[src/rtl/fir_pkg.sv]
// Shared constants, state encoding and output conversion for the TDM FIR engine.
package fir_pkg;

  localparam int unsigned NTAPS = 16;
  localparam int unsigned DW    = 8;
  localparam int unsigned ACC_W = 20;
  localparam int unsigned OW    = 16;
  localparam int unsigned AW    = $clog2(NTAPS);

  typedef enum logic [1:0] {
    IDLE = 2'd0,
    MAC  = 2'd1,
    OUT  = 2'd2
  } state_t;

  // h[0] weights the newest sample.
  localparam logic signed [DW-1:0] COEF_RST [NTAPS] = '{
    -8'sd2, -8'sd1,  8'sd3,  8'sd4,
     8'sd1,  8'sd1,  8'sd1,  8'sd1,
     8'sd1,  8'sd1,  8'sd1,  8'sd1,
     8'sd1,  8'sd1,  8'sd1,  8'sd1
  };

  localparam logic signed [ACC_W-1:0] OUT_MAX = ACC_W'((2 ** (OW - 1)) - 1);
  localparam logic signed [ACC_W-1:0] OUT_MIN = ACC_W'(-(2 ** (OW - 1)));

  function automatic logic signed [OW-1:0] sat_to_ow(input logic signed [ACC_W-1:0] v);
    logic signed [OW-1:0] r;
    if (v > OUT_MAX)      r = {1'b0, {(OW-1){1'b1}}};
    else if (v < OUT_MIN) r = {1'b1, {(OW-1){1'b0}}};
    else                  r = v[OW-1:0];
    return r;
  endfunction

endpackage

[src/rtl/fir_mac_unit.sv]
// Registered signed multiply-accumulate; acc_nxt exposes the sum the next enabled edge will store.
module fir_mac_unit
  import fir_pkg::*;
(
  input  logic                    clk,
  input  logic                    rst,
  input  logic                    clr,
  input  logic                    en,
  input  logic signed [DW-1:0]    a,
  input  logic signed [DW-1:0]    b,
  output logic signed [ACC_W-1:0] acc_nxt
);

  logic signed [2*DW-1:0]  prod;
  logic signed [ACC_W-1:0] acc_q, acc_d;

  always_comb begin
    prod    = a * b;
    acc_nxt = acc_q + {{(ACC_W-2*DW){prod[2*DW-1]}}, prod};
    acc_d   = acc_q;
    if (clr)     acc_d = '0;
    else if (en) acc_d = acc_nxt;
  end

  always_ff @(posedge clk or posedge rst) begin
    if (rst) acc_q <= '0;
    else     acc_q <= acc_d;
  end

endmodule

[src/rtl/fir_tdm_sequencer.sv]
// Time-multiplexed 16-tap FIR: delay line, coefficient bank and MAC sequencer.
// Optional FIR_SAT_EN: saturate the accumulator to OW bits instead of wrapping.
module fir_tdm_sequencer
  import fir_pkg::*;
(
  input  logic                 Clk,
  input  logic                 Rst,
  input  logic                 in_valid,
  output logic                 in_ready,
  input  logic signed [DW-1:0] Xin,
  output logic                 out_valid,
  input  logic                 out_ready,
  output logic signed [OW-1:0] Yout,
  input  logic                 coef_we,
  input  logic [AW-1:0]        coef_addr,
  input  logic signed [DW-1:0] coef_data,
  output logic                 coef_ready,
  input  logic                 flush
);

  localparam logic [AW-1:0] K_LAST = AW'(NTAPS - 1);

  state_t               state_q, state_d;
  logic [AW-1:0]        k_q, k_d;
  logic [AW-1:0]        wr_ptr_q, wr_ptr_d;
  logic [AW-1:0]        rd_ptr;
  logic signed [DW-1:0] dl_q   [NTAPS];
  logic signed [DW-1:0] dl_d   [NTAPS];
  logic signed [DW-1:0] coef_q [NTAPS];
  logic signed [DW-1:0] coef_d [NTAPS];
  logic                 out_valid_q, out_valid_d;
  logic signed [OW-1:0] yout_q, yout_d;
  logic                 mac_clr, mac_en;
  logic signed [ACC_W-1:0] acc_nxt;

  assign rd_ptr     = wr_ptr_q - k_q;
  assign in_ready   = (state_q == IDLE);
  assign coef_ready = (state_q == IDLE);
  assign out_valid  = out_valid_q;
  assign Yout       = yout_q;

  fir_mac_unit u_mac (
    .clk     (Clk),
    .rst     (Rst),
    .clr     (mac_clr),
    .en      (mac_en),
    .a       (coef_q[k_q]),
    .b       (dl_q[rd_ptr]),
    .acc_nxt (acc_nxt)
  );

  always_comb begin
    state_d     = state_q;
    k_d         = k_q;
    wr_ptr_d    = wr_ptr_q;
    dl_d        = dl_q;
    coef_d      = coef_q;
    out_valid_d = out_valid_q;
    yout_d      = yout_q;
    mac_clr     = 1'b0;
    mac_en      = 1'b0;

    // Coefficient writes land at the accept edge, so a same-cycle sample uses them.
    if (coef_we && (state_q == IDLE)) coef_d[coef_addr] = coef_data;

    if (flush) begin
      state_d     = IDLE;
      k_d         = '0;
      wr_ptr_d    = '0;
      dl_d        = '{default: '0};
      out_valid_d = 1'b0;
      mac_clr     = 1'b1;
    end else begin
      case (state_q)
        IDLE: begin
          if (in_valid) begin
            dl_d[wr_ptr_q] = Xin;
            mac_clr        = 1'b1;
            k_d            = '0;
            state_d        = MAC;
          end
        end
        MAC: begin
          mac_en = 1'b1;
          k_d    = k_q + 1'b1;
          // The last product is folded in here so Yout loads on the same edge as acc.
          if (k_q == K_LAST) begin
            state_d     = OUT;
            out_valid_d = 1'b1;
`ifdef FIR_SAT_EN
            yout_d      = sat_to_ow(acc_nxt);
`else
            yout_d      = acc_nxt[OW-1:0];
`endif
          end
        end
        OUT: begin
          if (out_ready) begin
            out_valid_d = 1'b0;
            wr_ptr_d    = wr_ptr_q + 1'b1;
            state_d     = IDLE;
          end
        end
        default: state_d = IDLE;
      endcase
    end
  end

  always_ff @(posedge Clk or posedge Rst) begin
    if (Rst) begin
      state_q     <= IDLE;
      k_q         <= '0;
      wr_ptr_q    <= '0;
      dl_q        <= '{default: '0};
      coef_q      <= COEF_RST;
      out_valid_q <= 1'b0;
      yout_q      <= '0;
    end else begin
      state_q     <= state_d;
      k_q         <= k_d;
      wr_ptr_q    <= wr_ptr_d;
      dl_q        <= dl_d;
      coef_q      <= coef_d;
      out_valid_q <= out_valid_d;
      yout_q      <= yout_d;
    end
  end

endmodule

[config.mk]
export PLATFORM = sky130hd
export DESIGN_NAME = fir_tdm_sequencer
export DESIGN_NICKNAME = d
export VERILOG_FILES = /design/src/rtl/fir_pkg.sv /design/src/rtl/fir_mac_unit.sv /design/src/rtl/fir_tdm_sequencer.sv
export SDC_FILE = /design/constraint.sdc
export NUM_CORES = 1
export LEC_CHECK = 0
export ABC_AREA = 0
export ABC_CLOCK_PERIOD_IN_PS = 10500
export CORE_MARGIN = 2
export CORE_UTILIZATION = 55
export DETAILED_ROUTE_END_ITERATION = 8
export DONT_BUFFER_PORTS = 1
export MAX_ROUTING_LAYER = met4
export PLACE_DENSITY_LB_ADDON = 0.12
export SYNTH_ARGS = -nofsm -noshare
export SYNTH_HDL_FRONTEND = slang
export SYNTH_SLANG_ARGS = --single-unit
export TNS_END_PERCENT = 30
[constraint.sdc]
create_clock -name Clk -period 10.5 [get_ports Clk]
set_clock_uncertainty 0.2 [all_clocks]
set_input_delay 2.1 -clock Clk [delete_from_list [all_inputs] [get_ports Clk]]
set_output_delay 2.1 -clock Clk [all_outputs]
set_load 0.005 [all_outputs]
==> metrics.csv <==
stage,metric,value,unit
global_route,gr-total-overflow,0,
logic_synthesis,ys_ff_latch,299,
critical_path,cp_slowest_cell,a21oi_1,
floorplanning,fp-row-count,63,
logic_synthesis,synth_top_area_share,40.9,%
outcome,status,finished clean,
clocking,htree_levels,2,
placed_design,port-buffer-count,0,
sta,hold_violations,0,
sta,period_share,82.0,%
global_route,top_usage_layer,met2,
job,drv_cap,0,
floorplanning,coreArea,0.0296,mm^2
clocking,cts_made_buffers,34,
placed_design,gp_congestion,0.815,
sta,maxSlewHeadroom,23.7,%
cells_and_area,drive_above_1_share,23.5,%
cells_and_area,syn2layout_area_growth,8.49,%
logic_synthesis,async_reset_ff_share,100,%
placed_design,dp.cells,1756,
critical_path,end_kind,flip-flop,
sta,holdWs,277,ps
cells_and_area,finalNetCount,1537,
logic_synthesis,yosysMostFrequentCell,dfrtp_1,
sta,fin_setup_tns,0,ps
clocking,cts_setup_buffers,0,
critical_path,crit_required,10670,ps
cells_and_area,diodes,0,
worst_hold_path,hold_path.class,flip-flop to flip-flop,
clocking,cts-resized-gates,0,
sta,rsz0062_at_grt,false,
cells_and_area,final_cells,1817,
global_route,grt_pass1_wl,59.5,mm
logic_synthesis,postSynthNetCount,1548,
routing,via_per_inst,5.79,
floorplanning,pin_count,45,
sta,min_period,8610,ps
clocking,cts_sinks,299,
routing,totalWireLength,36.6,mm
clocking,cts_max_path_buffers,3,
sta,worst_slew_pin_slew,1140,ps
floorplanning,die_width,177,um
global_route,use_met3,4.15,%
global_route,gr-usage-met1,36.8,%
global_route,grt_max_degree,177,
clocking,cts_tree,yes,
sta,fmax,0.116,GHz
critical_path,cpMostUsedCell,inv_1,
placed_design,hpwl,24.9,mm
clocking,postCtsHoldBufs,0,
logic_synthesis,seq_area_frac_synth,45.7,%
floorplanning,start_util,55.7,%
critical_path,cpPeakStageDelay,630,ps
logic_synthesis,synth.distinct_cells,54,
clocking,clk_latency,530,ps
critical_path,critPathKind,flip-flop to flip-flop,
logic_synthesis,yosys-top-cells-area,"dfrtp_1 (41%), mux2_2 (11%), mux4_2 (8.8%), fa_1 (7.1%), dfstp_2 (4.8%)",
sta,setup_viol,0,
floorplanning,die_h,177,um
routing,wire_per_inst,20.1,um
global_route,grt_pass1_vias,10700,
clocking,cts_root_buf,clkbuf_16,
routing,drtIter0Drc,709,
critical_path,cp_max_fo,32,
critical_path,startpoint_type,flip-flop,
routing,firstDrtPassIters,5,
logic_synthesis,yosysWarnings,0,
routing,antenna_left,0,
floorplanning,dieArea,0.0313,mm^2
logic_synthesis,synth_area_per_cell,11.6,um^2
routing,drcViolationCount,0,
logic_synthesis,synth_area,0.0165,mm^2
global_route,use_met2,37.5,%
critical_path,arrival,8790,ps
logic_synthesis,syn_inst,1413,
clocking,path_clk_slew,60,ps
power,power_density,167,mW/mm^2
power,ir_drop,0.000176,V
logic_synthesis,synth-edff-count,0,
cells_and_area,fillers,2413,
power,p_leak,8.04,nW
routing,vias,10500,
sta,slew_violations,0,
global_route,grt_usage,25.1,%
logic_synthesis,synthTopCellsByCount,"dfrtp_1 (269), nand2_1 (184), mux2_2 (155)",
logic_synthesis,netlist.top_cell.by_area,dfrtp_1,
global_route,antenna_found_initial,0,
logic_synthesis,ys.flop_type,dfrtp_1,
==> where the power goes <==
group          internal [mW]  switching, mW
Clock                  0.664          0.480
Sequential              1.29         0.0577
Combinational          0.243          0.254
==> per-stage QoR <==
stage	worst slack, ps	power (mW)	utilization (%)	area [um^2]
5_1_grt	1340	3.14	60.4	17900
6_report	1890	2.99	60.4	17900
3_3_place_gp	2070	1.85	56.8	16800
3_5_place_dp	1910	1.87	56.8	16800
2_1_floorplan	2530	1.76	-	16500
4_1_cts	1890	3.02	60.4	17900
==> layer usage <==
| layer | up-vias | wire length, um |
|---|---|---|
| met5 | - | 0 |
| met4 | 0 | 564 |
| met3 | 43 | 1740 |
| met2 | 209 | 17100 |
| met1 | 5432 | 17200 |
| li1 | 4843 | - |
==> sequential cells by signal (all words and copies together), names as in the netlist <==
signal and flops:
coef_q 128, dl_q 128, Yout 16, u_mac.acc_q 16
k_q 4, wr_ptr_q 4, state_q 2, out_valid 1
==> worst max-delay path, delay by kind of cell (launching register included) <==
family | cells | cell delay, ps
xor gates and xnor gates | 2 | 320
adders and majority gates | 8 | 3340
muxes | 2 | 860
DFF | 1 | 430
and+or+nand+nor | 4 | 450
AOI/OAI and AO/OA | 9 | 2020
buffers and inverters | 7 | 810
==> logic make-up (layout without fill, tap and decap cells) <==
kind of cell	after synthesis	in the layout	share of synthesized area [%]
muxes	239	239	20.6
and+or+nand+nor	318	318	8.19
adders and majority gates	109	109	10.9
DFF	299	299	45.7
xor gates and xnor gates	38	38	2.02
AOI/OAI and AO/OA	245	245	8.50
buffers and inverters	165	179	4.09
==> cells in the final DEF (no fill, tap or decap), drive strengths merged, types with 2 or more instances in the layout <==
cell,Yosys,final
dfrtp,269,269
nand2,184,184
o21ai,170,170
mux2,155,155
inv,109,108
nor2,79,79
mux4,64,64
fa,58,58
clkbuf,34,54
ha,51,51
a21oi,34,34
dfstp,30,30
xnor2,28,28
mux2i,20,20
nor2b,13,13
a22o,10,10
nand3,10,10
a21o,10,10
xor2,10,10
or2,10,10
nand2b,9,9
buf,22,9
clkinv,0,5
o21a,4,4
a211oi,4,4
nor3,4,4
o21bai,3,3
and2,2,2
a311oi,2,2
a31oi,2,2
or3,2,2
clkinvlp,0,2
==> worst paths after layout <==
check | from | cells after the start | to | slack, ps
min in group asynchronous | Rst | 2 | coef_q[3]$_DFFE_PP0P_ | 1480
worst min register to register | dl_q[69]$_DFFE_PP0P_ | 2 | dl_q[69]$_DFFE_PP0P_ | 280
worst min-delay path | dl_q[69]$_DFFE_PP0P_ | 2 | dl_q[69]$_DFFE_PP0P_ | 280
worst max-delay path | wr_ptr_q[0]$_DFFE_PP0P_ | 32 | Yout[15]$_DFFE_PP0P_ | 1890
worst max register to register | wr_ptr_q[0]$_DFFE_PP0P_ | 32 | Yout[15]$_DFFE_PP0P_ | 1890
max in group asynchronous | Rst | 3 | u_mac.acc_q[5]$_DFFE_PP0P_ | 7230
==> cell type report <==
class / count / area, um^2 / area share (%)
clock inverter: 7 / 110 / 0.617
multi-input combinational: 949 / 8280 / 46.4
timing repair buffer: 9 / 80.1 / 0.448
tap: 390 / 488 / 2.73
sequential: 299 / 7520 / 42.1
clock buffer: 54 / 966 / 5.41
inverter: 109 / 413 / 2.31
No activity file was read; power rests on OpenSTA's default activity.
